==> src/rtl/mem_arbiter.sv <==
// Shares one byte-wide RAM port between burst instruction fetch and LSB loads/stores.
// LSB wins arbitration; reads are pipelined one byte per cycle, and stores stall on a full I/O buffer.
module mem_arbiter #(
   parameter int FETCH_WORDS = 8,
   parameter bit IO_STALL_EN = 1'b1
) (
   input  logic        clk_in,
   input  logic        rst_in,
   input  logic        rdy_in,
   input  logic [7:0]  mem_din,
   output logic [7:0]  mem_dout,
   output logic [31:0] mem_a,
   output logic        mem_wr,
   input  logic        io_buffer_full,
   input  logic        fetch_req_in,
   input  logic [31:0] fetch_addr_in,
   output logic        fetch_word_valid_out,
   output logic [31:0] fetch_word_out,
   output logic        fetch_done_out,
   input  logic        lsb_req_in,
   input  logic        lsb_we_in,
   input  logic [1:0]  lsb_size_in,
   input  logic [31:0] lsb_addr_in,
   input  logic [31:0] lsb_wdata_in,
   output logic [31:0] lsb_rdata_out,
   output logic        lsb_done_out,
   input  logic        rollback_in
);
   typedef enum logic [1:0] {S_IDLE, S_LOAD, S_STORE, S_FETCH} state_t;
   localparam logic [5:0] FETCH_LAST = 6'(4 * FETCH_WORDS - 1);

   state_t      state_q, state_d;
   logic [31:0] base_q, base_d;
   logic [1:0]  size_q, size_d;
   logic [31:0] wdata_q, wdata_d;
   logic [1:0]  byte_q, byte_d;
   logic [3:0]  word_q, word_d;
   logic [5:0]  iss_q, iss_d;
   logic        rd_vld_q, rd_vld_d;
   logic [23:0] asm_q, asm_d;
   logic [31:0] fword_q, fword_d;
   logic        fvld_q, fvld_d, fdone_q, fdone_d;
   logic [31:0] rdata_q, rdata_d;
   logic        ldone_q, ldone_d;

   logic        reading, capture, cap_last, abort, io_stall, st_go, st_last;
   logic [1:0]  n_last;
   logic [5:0]  cap_off, last_off;
   logic [31:0] st_addr;

   always_comb begin
      case (size_q)
         2'd0:    n_last = 2'd0;
         2'd1:    n_last = 2'd1;
         default: n_last = 2'd3;
      endcase
   end

   // rd_vld_q: mem_din currently carries the byte at the capture offset
   assign reading  = (state_q == S_LOAD) || (state_q == S_FETCH);
   assign cap_off  = {word_q, byte_q};
   assign last_off = (state_q == S_FETCH) ? FETCH_LAST : {4'd0, n_last};
   assign capture  = rdy_in && reading && rd_vld_q;
   assign cap_last = capture && (cap_off == last_off);
   assign abort    = rdy_in && reading && rollback_in;
   assign st_addr  = base_q + {30'd0, byte_q};
   assign io_stall = IO_STALL_EN && io_buffer_full && (st_addr[17:16] == 2'b11);
   assign st_go    = rdy_in && (state_q == S_STORE) && !io_stall;
   assign st_last  = st_go && (byte_q == n_last);

   always_ff @(posedge clk_in or posedge rst_in) begin
      if (rst_in) state_q <= S_IDLE;
      else        state_q <= state_d;
   end

   always_comb begin
      state_d = state_q;
      case (state_q)
         S_IDLE: begin
            if (rdy_in && !rollback_in) begin
               if (lsb_req_in)        state_d = lsb_we_in ? S_STORE : S_LOAD;
               else if (fetch_req_in) state_d = S_FETCH;
            end
         end
         S_LOAD, S_FETCH: if (abort || cap_last) state_d = S_IDLE;
         S_STORE:         if (st_last) state_d = S_IDLE;
         default:         state_d = S_IDLE;
      endcase
   end

   // While frozen the capture offset is re-addressed so the lost byte is re-read on resume
   always_comb begin
      mem_a    = 32'd0;
      mem_wr   = 1'b0;
      mem_dout = 8'd0;
      case (state_q)
         S_LOAD, S_FETCH: mem_a = base_q + {26'd0, (rdy_in ? iss_q : cap_off)};
         S_STORE: begin
            mem_a    = st_addr;
            mem_wr   = st_go;
            mem_dout = 8'(wdata_q >> {byte_q, 3'b000});
         end
         default: ;
      endcase
   end

   always_comb begin
      base_d   = base_q;
      size_d   = size_q;
      wdata_d  = wdata_q;
      byte_d   = byte_q;
      word_d   = word_q;
      iss_d    = iss_q;
      rd_vld_d = rd_vld_q;
      asm_d    = asm_q;
      fword_d  = fword_q;
      rdata_d  = rdata_q;
      fvld_d   = 1'b0;
      fdone_d  = 1'b0;
      ldone_d  = 1'b0;
      if (state_q == S_IDLE && state_d != S_IDLE) begin
         base_d           = lsb_req_in ? lsb_addr_in : fetch_addr_in;
         size_d           = lsb_size_in;
         wdata_d          = lsb_wdata_in;
         {word_d, byte_d} = 6'd0;
         iss_d            = 6'd0;
         rd_vld_d         = 1'b0;
      end
      if (reading) begin
         rd_vld_d = 1'b1;
         if (!rdy_in)                 iss_d = (cap_off == last_off) ? cap_off : cap_off + 6'd1;
         else if (iss_q != last_off)  iss_d = iss_q + 6'd1;
      end
      if (capture) begin
         {word_d, byte_d} = cap_off + 6'd1;
         case (byte_q)
            2'd0:    asm_d[7:0]   = mem_din;
            2'd1:    asm_d[15:8]  = mem_din;
            2'd2:    asm_d[23:16] = mem_din;
            default: ;
         endcase
         if (state_q == S_FETCH && byte_q == 2'd3 && !abort) begin
            fword_d = {mem_din, asm_q};
            fvld_d  = 1'b1;
            fdone_d = cap_last;
         end
         if (state_q == S_LOAD && cap_last && !abort) begin
            ldone_d = 1'b1;
            case (size_q)
               2'd0:    rdata_d = {24'd0, mem_din};
               2'd1:    rdata_d = {16'd0, mem_din, asm_q[7:0]};
               default: rdata_d = {mem_din, asm_q};
            endcase
         end
      end
      if (st_go)   byte_d  = byte_q + 2'd1;
      if (st_last) ldone_d = 1'b1;
   end

   always_ff @(posedge clk_in or posedge rst_in) begin
      if (rst_in) begin
         base_q   <= 32'd0;
         size_q   <= 2'd0;
         wdata_q  <= 32'd0;
         byte_q   <= 2'd0;
         word_q   <= 4'd0;
         iss_q    <= 6'd0;
         rd_vld_q <= 1'b0;
         asm_q    <= 24'd0;
         fword_q  <= 32'd0;
         fvld_q   <= 1'b0;
         fdone_q  <= 1'b0;
         rdata_q  <= 32'd0;
         ldone_q  <= 1'b0;
      end else begin
         base_q   <= base_d;
         size_q   <= size_d;
         wdata_q  <= wdata_d;
         byte_q   <= byte_d;
         word_q   <= word_d;
         iss_q    <= iss_d;
         rd_vld_q <= rd_vld_d;
         asm_q    <= asm_d;
         fword_q  <= fword_d;
         fvld_q   <= fvld_d;
         fdone_q  <= fdone_d;
         rdata_q  <= rdata_d;
         ldone_q  <= ldone_d;
      end
   end

   assign fetch_word_valid_out = fvld_q;
   assign fetch_word_out       = fword_q;
   assign fetch_done_out       = fdone_q;
   assign lsb_rdata_out        = rdata_q;
   assign lsb_done_out         = ldone_q;
endmodule

==> config.mk <==
export PLATFORM = sky130hd
export DESIGN_NAME = mem_arbiter
export DESIGN_NICKNAME = d
export VERILOG_FILES = /design/src/rtl/mem_arbiter.sv
export SDC_FILE = /design/constraint.sdc
export NUM_CORES = 1
export LEC_CHECK = 0
export ABC_AREA = 1
export BUFFER_PORTS_ARGS = -buffer_cell sky130_fd_sc_hd__buf_2
export CORE_ASPECT_RATIO = 0.5
export CORE_MARGIN = 2
export CORE_UTILIZATION = 45
export CTS_CLUSTER_DIAMETER = 80
export DETAILED_ROUTE_END_ITERATION = 7
export PLACE_DENSITY = 0.68
export SYNTH_ARGS = -nofsm -noshare
export SYNTH_HDL_FRONTEND = slang
export SYNTH_SLANG_ARGS = --single-unit
==> constraint.sdc <==
create_clock -name clk_in -period 15.8 [get_ports clk_in]
set_input_delay 1.58 -clock clk_in [delete_from_list [all_inputs] [get_ports clk_in]]
set_output_delay 1.58 -clock clk_in [all_outputs]
set_load 0.03 [all_outputs]
# Yosys cells after proc, flatten, opt, wreduce, memory -nomap -nowiden
# Index checks and enable logic that the tools add are counted.
[totals] wordCells=99 ff_bits=172 in_bits=114 output_inout_bits=108
[op_classes] eq_ne=11 muxes=34 n_shift=1 add_sub_neg=5 n_reduce_logical=32
[op_table] op="$pmux 32 s2" n=2
[op_table] op="$mux 6" n=6
[op_table] op="$add 32x2->32" n=1
[op_table] op="$add 32x6->32" n=1
[op_table] op="$mux 32" n=1
[op_table] op="$shr 32x5->8" n=1
[op_table] op="$mux 2" n=9
[op_table] op="$logic_and 1x1->1" n=14
[op_table] op="$add 6x1->6 const B" n=2
[op_table] op="$eq 2x2->1 const B" n=5
[op_table] op="$mux 1" n=10
[op_table] op="$reduce_and 2->1" n=5
[op_table] op="$mux 4" n=2
[op_table] op="$mux 8" n=1
[op_table] op="$eq 2x1->1 const B" n=3
[op_table] op="$eq 6x5->1" n=1
[op_table] op="$logic_not 2->1" n=3
[op_table] op="$ne 6x5->1" n=1
[op_table] op="$pmux 2 s3" n=1
[op_table] op="$reduce_bool 2->1" n=3
[op_table] op="$mux 5" n=1
[op_table] op="$pmux 2 s2" n=1
[op_table] op="$logic_not 1->1" n=3
[op_table] op="$reduce_bool 3->1" n=1
[op_table] op="other kinds (4)" n=5

# Longest topological paths before layout
[logic_depth] depth_word=14 depth_mapped=18 ltp_nobuf=16

# Worst setup path before layout
# Ideal clock, no wire load.
[synth_timing] path_type="in2out" from="in rdy_in" to="out mem_a[30]" arrival_ns=4.057 required_time_ns=14.220 stages=18 path_slack_ns=10.163 path_buffers=2 cell_sequence="buf_2 clkbuf_1 nand2_1 o21ai_0 ha_1 fa_1 nand2_1 nand2_1 nand2_1 nand2_1 nand2_1 nand2_1 nand2_1 nor2_1 nand2_1 nand2_1 nand2_1 o21ai_0"
[synth_between] elab_chain_len=3
[synth_rtl] element="start: declaration" line_no="9" rtl="input logic rdy_in,"
[synth_rtl] element="$mux 6" line_no="97" rtl="S_LOAD, S_FETCH: mem_a = base_q + {26'd0, (rdy_in ? iss_q : cap_off)};"
[synth_rtl] element="$add 32x6->32" line_no="97"
[synth_rtl] element="$pmux 32 s2" line_no="96" rtl="case (state_q)"
[synth_rtl] element="end: declaration" line_no="12" rtl="output logic [31:0] mem_a,"
# No other way between the ends.

# Final worst setup path
[layout_timing] from="reg byte_q[0]" to="out mem_a[11]"
[layout_between] elab_chain_len=3
[layout_rtl] element="start: declaration" line_no="36" rtl="logic [1:0] byte_q, byte_d;"
[layout_rtl] element="start signal: assignment" line_no="179" rtl="byte_q <= byte_d;"
[layout_rtl] element="$mux 6" line_no="97"
[layout_rtl] element="$add 32x6->32" line_no="97"
[layout_rtl] element="$pmux 32 s2 *" line_no="96"
# Mark *: on every way between the ends. The rest lies on a longest branch, timed or not.

==> impl_metrics.toml <==
[outcome]
run_status = "finished clean"

[worst_setup_path]
slowest_stage = "dfrtp_1"
slowest_delay_ps = 960
rrSetupSlack_ps = 12030
worst_r2r_path_depth = 7
cp-end-kind = "output port"
crit_type = "reg2out"
cp.required_ps = 14220
cp-start-kind = "flop"
path_cells = "inv_1 -> o21ai_0 -> ha_1 -> nand3_1 -> nand3_1 -> nand2_1 -> nand2_1 -> nand2_1 -> nor2_1 -> o21ai_0 -> o21ai_0 -> buf_2"
worstReg2RegStart = "byte_q[0]"
arrival_ps = 4300
worstReg2RegEnd = "lsb_rdata_out[9]"
crit_fanout = 26

[global_routing]
grt_pass1_vias = 8854
grt_use_total = 0.264
grt_pass1_wl_um = 46500
overflow = 0
grt_max_degree = 102
antenna_found_initial = 0

[placed_design]
postPlaceCellArea_um2 = 10800
gp_congestion = 0.939
dp_hpwl_um = 20800
io_buffers = 221

[clock_tree]
cts_resized = 0
root_buffer = "clkbuf_16"
cts_inserted_buffers = 17
cts_buffer_depth = 2
cts_post_setup_buffers_inserted = 0
htree_levels = 4
insertion_delay_ps = 450
postCtsHoldBufs = 0
cts_tree = "done"
clkSinkCount = 172
clk_pin_slew_worst_paths_ps = 70

[power_and_ir_drop]
leakage_nw = 6.04
powerDensity_nw_per_um2 = 212
peakVddDrop_v = 0.000137

[sta]
finalClockSkew_ps = 7.85
fin_crit_ps = 5880
worst_pin_slew_ps = 1080
finalSetupViolations = 0
slew_headroom = 0.278
hold_viol_final = 0
tns_ps = 0
fmax_mhz = 170
period_share = 0.372
drv_slew = 0
grt_setup_unrepaired = "no"
holdWs_ps = 472

[logic_synthesis]
ys_seq_area_frac = 0.448
synth_edf_count = 0
synth_cell_types = 39
synth.yosys.warnings = 0
synth.top_cell.area_share = 0.448
synth_nets = 1466
ys_ff_latch = 172
synthTopCellsByArea = "dfrtp_1 (45%), nand2_1 (19%), o21ai_0 (5.7%), nor2_1 (5.2%), inv_1 (3.4%)"
syn-cell-area_um2 = 9600
synth.largest_area_cell = "dfrtp_1"
synthFlopType = "dfrtp_1"
async_reset_ff_frac = 1.00
syn_area_per_cell_um2 = 7.18
syn_inst = 1337

[cells_and_area]
fillCellCount = 2084
final_nets = 1646
num_antenna_cells = 0
final_cell_mix = "nand2_1 (486), buf_2 (221), dfrtp_1 (172)"
drive_gt1_frac = 0.184
final_common_cell = "nand2_1"
area_delta_synth_final_pct = 18.9
design_area_um2 = 11400

[floorplan]
dieArea_um2 = 22600
core_area_um2 = 20700
die_y_um = 107
core.rowCount = 37
io_pins = 222
die_x_um = 211
start_util = 0.463

[detailed_routing]
dr.pass1.iters = 5
drt-total-wl_um = 29100
avgViaCountPerCell = 5.30
drc = 0
drt_iter0_markers = 719
num_vias = 9551
ant_nets = 0
wire_per_inst_um = 16.1

[worst_hold_path]
hp-class = "reg2reg"
hold_depth = 2
hold_start = "wdata_q[26]"
min_to = "wdata_q[26]"

[flow_run]
drv_cap = 0
[critical path, delay by kind of cell (launching register included)]
family | cells | cell delay [ps]
fa+ha+maj | 1 | 230
simple gates | 6 | 1090
buf+inv | 2 | 860
flops | 1 | 960
compound gates | 3 | 700
[state kept, by name (all words and copies together) (netlist names), 2 cells and up]
register / cells
asm_q: 24
base_q: 32
byte_q: 2
fetch_word_out: 32
iss_q: 6
lsb_rdata_out: 32
size_q: 2
state_q: 2
wdata_q: 32
word_q: 4
[synthesized netlist by cell type, types with 12 or more instances]
cell type and count:
nor2_1 133, buf_2 20, a21oi_1 42, nand2_1 486, dfrtp_1 172, nand4_1 15
nor3_1 20, a31oi_1 33, xor2_1 12, o21ai_1 25, o21ai_0 110, ha_1 13
nand3_1 64, o22ai_1 20, inv_1 86, clkbuf_1 38
[area by class of cell]
cell class	instances	area [um2]	area share
multi-input combinational	1006	4650	0.407
sequential	172	4300	0.377
timing repair buffer	226	1140	0.100
clock buffer	18	439	0.0385
inverter	94	358	0.0314
tap	273	342	0.0299
clock inverter	14	180	0.0158
[power breakdown]
part | switching (W) | total, W | internal (W)
logic | 0.000813 | 0.00117 | 0.000352
registers | 0.000196 | 0.000804 | 0.000608
clock network | 0.000191 | 0.000447 | 0.000256
total | 0.00120 | 0.00242 | 0.00122
[per-stage QoR]
stage	instances	total power [W]	setup slack [ps]	util
after floorplan	1337	0.00161	9560	-
after CTS	1803	0.00242	10000	0.550
after global routing	1803	0.00259	9410	0.550
after detailed placement	1771	0.00197	10160	0.520
final	1803	0.00242	9920	0.550
after global placement	1771	0.00195	10180	0.520
[metal layers]
| layer | global-route usage | share of wire | vias to the layer above |
|---|---|---|---|
| li1 | - | - | 4715 |
| met1 | 0.358 | 0.46 | 4483 |
| met2 | 0.430 | 0.46 | 315 |
| met3 | 0.0548 | 0.059 | 38 |
| met4 | 0.0765 | 0.017 | 0 |
| met5 | 0 | 0 | - |
[kinds of logic (layout without fill, tap and decap cells)]
family,Yosys count,in the layout,synth area share
flops,172,172,0.448
simple gates,732,732,0.309
xor+xnor,15,15,0.0145
fa+ha+maj,15,15,0.0211
compound gates,244,244,0.139
buf+inv,159,352,0.0687
[worst max path at each step]
stage | from | slack [ps] | depth (start not counted) | endpoint
after floorplan | rst_in | 9560 | 1 | asm_q[0]
after global placement | rdy_in | 10180 | 12 | mem_a[11]
after detailed placement | rdy_in | 10160 | 11 | mem_a[11]
after CTS | byte_q[0] | 10000 | 17 | mem_a[30]
after global routing | byte_q[0] | 9410 | 17 | mem_a[30]
final | byte_q[0] | 9920 | 12 | mem_a[11]
Power figures use the tool's default switching activity.
